[src/rtl/jtframe_debug_scan_pkg.sv]
// Shared types and constants for the debug selector scanner.
// Holds the FSM state type, the entry count and the entry-to-selector map.
package jtframe_debug_scan_pkg;

  localparam int NENT = 19;

  typedef enum logic [2:0] {
    IDLE,
    SET,
    WAIT,
    CAP,
    DONE
  } state_t;

  // Entry 0 is the base page, 1..16 the 0x4x page, then two single-code pages
  function automatic logic [7:0] sel_code(input logic [4:0] idx);
    logic [4:0] off;
    off = idx - 5'd1;
    if (idx >= 5'd1 && idx <= 5'd16) return 8'h40 | {3'b000, off};
    else if (idx == 5'd17)             return 8'h80;
    else if (idx == 5'd18)             return 8'hC0;
    else                               return 8'h00;
  endfunction

endpackage

[src/rtl/jtframe_debug_scan_buf.sv]
// Snapshot buffer: 32x8 captured bytes plus 32x1 change flags.
// Single write port with compare-and-flag, registered read port, bulk flag clear.
module jtframe_debug_scan_buf
  import jtframe_debug_scan_pkg::*;
(
  input  logic       clk,
  input  logic       rst,
  input  logic       we,
  input  logic [4:0] wr_addr,
  input  logic [7:0] wr_data,
  input  logic       clr,
  input  logic [4:0] rd_addr,
  output logic [7:0] rd_data,
  output logic       rd_chg
);

  logic [7:0]  mem [32];
  logic [31:0] chg;
  logic        in_range;

  assign in_range = rd_addr < 5'(NENT);

  // A capture that sees a new byte overrides a simultaneous bulk clear
  always_ff @(posedge clk) begin
    if (rst) begin
      for (int i = 0; i < 32; i++) mem[i] <= '0;
      chg     <= '0;
      rd_data <= '0;
      rd_chg  <= 1'b0;
    end else begin
      rd_data <= in_range ? mem[rd_addr] : 8'h00;
      rd_chg  <= in_range & chg[rd_addr];
      if (clr) chg <= '0;
      if (we) begin
        mem[wr_addr] <= wr_data;
        if (wr_data != mem[wr_addr]) chg[wr_addr] <= 1'b1;
      end
    end
  end

endmodule

[src/rtl/jtframe_debug_scan.sv]
// Walks every debug selector code on each vsync rising edge and snapshots the
// byte returned by the target information mux; user selection passes through when idle.
module jtframe_debug_scan
  import jtframe_debug_scan_pkg::*;
#(
  parameter int SETTLE = 2
) (
  input  logic       clk,
  input  logic       rst,
  input  logic       enable,
  input  logic       vs,
  input  logic [7:0] user_debug,
  output logic [7:0] debug_bus,
  input  logic [7:0] target_info,
  output logic       busy,
  output logic       done,
  output logic       missed,
  input  logic       clr,
  input  logic [4:0] rd_addr,
  output logic [7:0] rd_data,
  output logic       rd_chg
);

  state_t     state, next_state;
  logic [4:0] idx;
  logic [2:0] cnt;
  logic       vs_d;
  logic       vs_rise;
  logic       start;
  logic       last;

  assign vs_rise = vs & ~vs_d;
  assign start   = vs_rise & enable;
  assign last    = (idx == 5'(NENT - 1));

  always_ff @(posedge clk) begin
    if (rst) state <= IDLE;
    else     state <= next_state;
  end

  // Dropping enable ends the scan after the entry currently being captured
  always_comb begin
    next_state = state;
    unique case (state)
      IDLE:    if (start) next_state = SET;
      SET:     next_state = WAIT;
      WAIT:    if (cnt == 3'd0) next_state = CAP;
      CAP:     next_state = (last || !enable) ? DONE : SET;
      DONE:    next_state = IDLE;
      default: next_state = IDLE;
    endcase
  end

  // Entry 0's code is loaded on the start cycle so the bus never shows user data mid-scan
  always_ff @(posedge clk) begin
    if (rst) begin
      vs_d      <= 1'b1;
      idx       <= '0;
      cnt       <= '0;
      debug_bus <= '0;
      busy      <= 1'b0;
      done      <= 1'b0;
      missed    <= 1'b0;
    end else begin
      vs_d <= vs;
      busy <= (next_state inside {SET, WAIT, CAP});
      done <= (next_state == DONE);
      if (clr)             missed <= 1'b0;
      if (vs_rise && busy) missed <= 1'b1;
      unique case (state)
        IDLE: begin
          if (start) begin
            idx       <= '0;
            debug_bus <= sel_code(5'd0);
          end else begin
            debug_bus <= user_debug;
          end
        end
        SET: begin
          debug_bus <= sel_code(idx);
          cnt       <= 3'(SETTLE - 1);
        end
        WAIT: cnt <= cnt - 3'd1;
        CAP:  if (!last && enable) idx <= idx + 5'd1;
        DONE: debug_bus <= user_debug;
        default: ;
      endcase
    end
  end

  jtframe_debug_scan_buf u_buf (
    .clk     (clk),
    .rst     (rst),
    .we      (state == CAP),
    .wr_addr (idx),
    .wr_data (target_info),
    .clr     (clr),
    .rd_addr (rd_addr),
    .rd_data (rd_data),
    .rd_chg  (rd_chg)
  );

endmodule

[config.mk]
export PLATFORM = sky130hd
export DESIGN_NAME = jtframe_debug_scan
export DESIGN_NICKNAME = d
export VERILOG_FILES = /design/src/rtl/jtframe_debug_scan_pkg.sv /design/src/rtl/jtframe_debug_scan_buf.sv /design/src/rtl/jtframe_debug_scan.sv
export SDC_FILE = /design/constraint.sdc
export NUM_CORES = 1
export LEC_CHECK = 0
export CORE_UTILIZATION = 40
export DETAILED_ROUTE_END_ITERATION = 10
export SYNTH_ARGS = -nofsm -noshare
export SYNTH_HDL_FRONTEND = slang
export SYNTH_SLANG_ARGS = --single-unit
[constraint.sdc]
create_clock -name clk -period 3.59 [get_ports clk]
set_clock_uncertainty 0.15 [all_clocks]
set_input_delay 0.718 -clock clk [delete_from_list [all_inputs] [get_ports clk]]
set_output_delay 0.718 -clock clk [all_outputs]
set_load 0.05 [all_outputs]
==> impl_metrics.py <==
metrics = {
    "run_status": {
        "status": "finished clean",
    },
    "flow_run": {
        "drv_cap": 0,
    },
    "power_and_ir_drop": {
        "ir_drop_v": 0.000303,
        "p_leak_nw": 6.26,
        "switchingPower_mw": 1.96,
        "internal_power_mw": 6.40,
        "total_power_mw": 8.37,
        "sw_frac_of_total": 0.234,
        "p_clk_frac": 0.433,
        "power_frac_seq": 0.496,
        "p_comb_frac": 0.072,
        "power.density_mw_per_mm2": 460,
    },
    "drt": {
        "wl_microns": 46100,
        "drc": 0,
        "viasPerCell": 5.69,
        "drtIter0Drc": 1040,
        "avgRoutedWirePerCell_microns": 25.1,
        "num_vias": 10454,
        "ant_nets": 0,
        "dr.pass1.iters": 6,
    },
    "clocking": {
        "post_cts_buffers": 0,
        "cts.clk_slew.worst_paths_ns": 0.06,
        "clk_latency_ns": 0.52,
        "cts_root_buf": "clkbuf_16",
        "clock_path_buffers": 3,
        "cts_buffers": 35,
        "cts_sinks": 312,
        "tritoncts": "done",
        "hold_buffers": 0,
        "h-tree-depth": 2,
        "post_cts_resized": 0,
    },
    "final_layout": {
        "syn2layout_area_growth_pct": 15.3,
        "instances_no_fill": 1838,
        "layout_common_cells": "259 x and2_1, 256 x edfxtp_1, 86 x nand2_1, 83 x mux4_2, 74 x buf_4",
        "num_antenna_cells": 0,
        "layout-drive-gt1-share": 0.182,
        "nets": 1325,
        "final_common_cell": "and2_1",
    },
    "grt": {
        "grt_overflow": 0,
        "grt_pass1_wl_microns": 68200,
        "antenna_found_initial": 0,
        "grt_max_degree": 43,
        "grt.total_usage": 0.229,
        "grt_pass1_vias": 10007,
    },
    "sta": {
        "worst_pin_slew_ns": 1.19,
        "finalHoldViolCount": 0,
        "grt_setup_unrepaired": "no",
        "fmax_ghz": 0.286,
        "finalSetupViolations": 0,
        "maxSlewHeadroom": 0.205,
        "worst_slack_ns": 0.0977,
        "period_share": 0.973,
        "drv_slew": 0,
        "finalSetupTns_ns": 0,
        "period_needed_ns": 3.49,
    },
    "floorplanning": {
        "dieWidth_microns": 201,
        "start_util": 0.407,
        "die_y_microns": 201,
        "dieArea_sq_mm": 0.0403,
        "ioPinCount": 46,
        "rows": 72,
        "core_region_area_sq_mm": 0.0388,
    },
    "logic_synthesis": {
        "syn_nets": 1262,
        "ys_ff_latch": 312,
        "ys_seq_area_frac": 0.558,
        "ys_async_sr_fraction": 0,
        "ys_types": 63,
        "ys_warn_count": 0,
        "synth_edf_count": 256,
        "synth_flop_cell": "edfxtp_1",
        "syn_area_sq_mm": 0.0158,
        "synth_cells": 1230,
        "syn_area_per_cell_sq_um": 12.8,
    },
    "placed_design": {
        "gp_routability_congestion": 0.903,
        "dp_hpwl_microns": 32500,
        "place.port_buffers": 45,
        "place_ws_ns": 0.139,
        "place_inst": 1774,
    },
    "critical_path": {
        "worstSetupPathType": "flip-flop to flip-flop",
        "worstRegToRegCells": 9,
        "setup.worst_path.end_class": "flip-flop",
        "crit_end": "u_buf.chg[14]",
        "r2r-end": "u_buf.chg[14]",
        "cp.arrival_ns": 3.73,
        "required_ns": 3.83,
        "worstSetupStartpointType": "flip-flop",
        "path_max_fanout": 26,
        "r2r_slack_ns": 0.1,
    },
    "min_path": {
        "hp-class": "flip-flop to flip-flop",
    },
}
[final cells by class]
cell class | count | area [sq um]
Multi-Input combinational cell | 797 | 6450
Clock buffer | 39 | 901
Tap cell | 518 | 648
Clock inverter | 25 | 240
Fill cell | 3430 | 20600
Inverter | 25 | 93.8
Timing Repair Buffer | 122 | 1050
Sequential cell | 312 | 8810
[power by group through the flow]
| stage | logic [mW] | registers, mW | clock network, mW |
|---|---|---|---|
| floorplan | 0.319 | 4.23 | 0 |
| global placement | 0.597 | 4.22 | 0 |
| detailed placement | 0.599 | 4.22 | 0 |
| CTS | 0.602 | 4.14 | 3.65 |
| global route | 0.634 | 4.16 | 3.80 |
| finish | 0.601 | 4.15 | 3.62 |
[critical path, stage by stage, from the launching register on]
cell,delay [ns]
dfxtp_4,0.72
buf_4,0.27
mux4_2,0.52
nand2b_1,0.16
a31oi_1,0.46
a311oi_1,0.20
xor2_1,0.20
nor4_4,0.36
buf_12,0.21
o31ai_1,0.08
[stage by stage]
| stage | area [sq um] | utilization | hold WS [ns] |
|---|---|---|---|
| after floorplan | 15800 | - | 0.270 |
| final | 18200 | 0.469 | 0.302 |
| after detailed placement | 17100 | 0.439 | 0.289 |
| after CTS | 18200 | 0.469 | 0.303 |
| after global placement | 17100 | 0.439 | 0.283 |
| after global routing | 18200 | 0.469 | 0.318 |
[cells in the mapped netlist, types with 2 or more instances]
master	number	area share
and2_1	259	0.10
edfxtp_1	256	0.49
nand2_1	86	0.020
mux4_2	83	0.12
clkbuf_1	68	0.016
nor2_1	63	0.015
dfxtp_1	56	0.071
a21oi_1	43	0.014
mux2i_1	42	0.027
o21bai_1	32	0.015
inv_1	24	0.0057
nor3_1	20	0.0063
buf_2	12	0.0038
o31ai_1	12	0.0057
nand3_1	11	0.0035
o22ai_1	11	0.0044
a311oi_1	10	0.0055
a22oi_1	9	0.0043
nor2b_1	9	0.0036
o21ai_0	9	0.0029
a221oi_1	8	0.0044
xor2_1	8	0.0044
buf_1	7	0.0017
ha_1	6	0.0048
nand2b_1	6	0.0024
a31oi_1	5	0.0020
buf_6	5	0.0036
mux4_1	5	0.0083
nand3b_1	5	0.0024
mux2_2	4	0.0029
o21ai_2	4	0.0022
xnor2_1	4	0.0022
a211oi_1	3	0.0014
a222oi_1	3	0.0019
buf_4	3	0.0014
nor3b_1	3	0.0014
o31ai_2	3	0.0024
a21boi_0	2	0.00095
a22o_1	2	0.0011
and3b_1	2	0.0011
nand4_1	2	0.00079
o211ai_1	2	0.00095
or3_1	2	0.00079
or3b_2	2	0.0011
[flip-flops by register name (all words and copies together) (netlist names), named ones only]
name and count:
u_buf.mem 256, vs_d 1, busy 1, debug_bus 8
u_buf.rd_chg 1, u_buf.rd_data 8, idx 5, done 1
cnt 3, u_buf.chg 19, missed 1, state 3
[per-layer routing]
metal,vias to the layer above,global-route usage,routed length (microns),share of wire
met5,-,0,0,0
met4,0,0.0556,1000,0.022
met3,61,0.0278,2940,0.064
met2,438,0.364,21600,0.47
met1,5282,0.333,20600,0.45
li1,4673,-,-,-
[logic make-up (layout without fill, tap and decap cells)]
group                    Yosys count  count (layout)  synth area share
XOR/XNOR                          12              12           0.00666
AND/OR/NAND/NOR                  476             476             0.165
adder cells (fa/ha/maj)            6               6           0.00476
AO/OA/AOI/OAI                    169             169            0.0759
buffers and inverters            121             211            0.0335
multiplexers                     134             134             0.156
flip-flops                       312             312             0.558
[worst min-delay path by stage]
stage | startpoint | endpoint | slack (ns) | cells after the start
global placement | u_buf.chg[14] | u_buf.chg[14] | 0.28 | 2
detailed placement | u_buf.chg[10] | u_buf.chg[10] | 0.29 | 2
finish | u_buf.chg[8] | u_buf.chg[8] | 0.30 | 2
floorplan | u_buf.chg[10] | u_buf.chg[10] | 0.27 | 2
global route | u_buf.chg[1] | u_buf.chg[1] | 0.32 | 2
CTS | u_buf.chg[10] | u_buf.chg[10] | 0.30 | 2
Power figures use the tool's default switching activity.
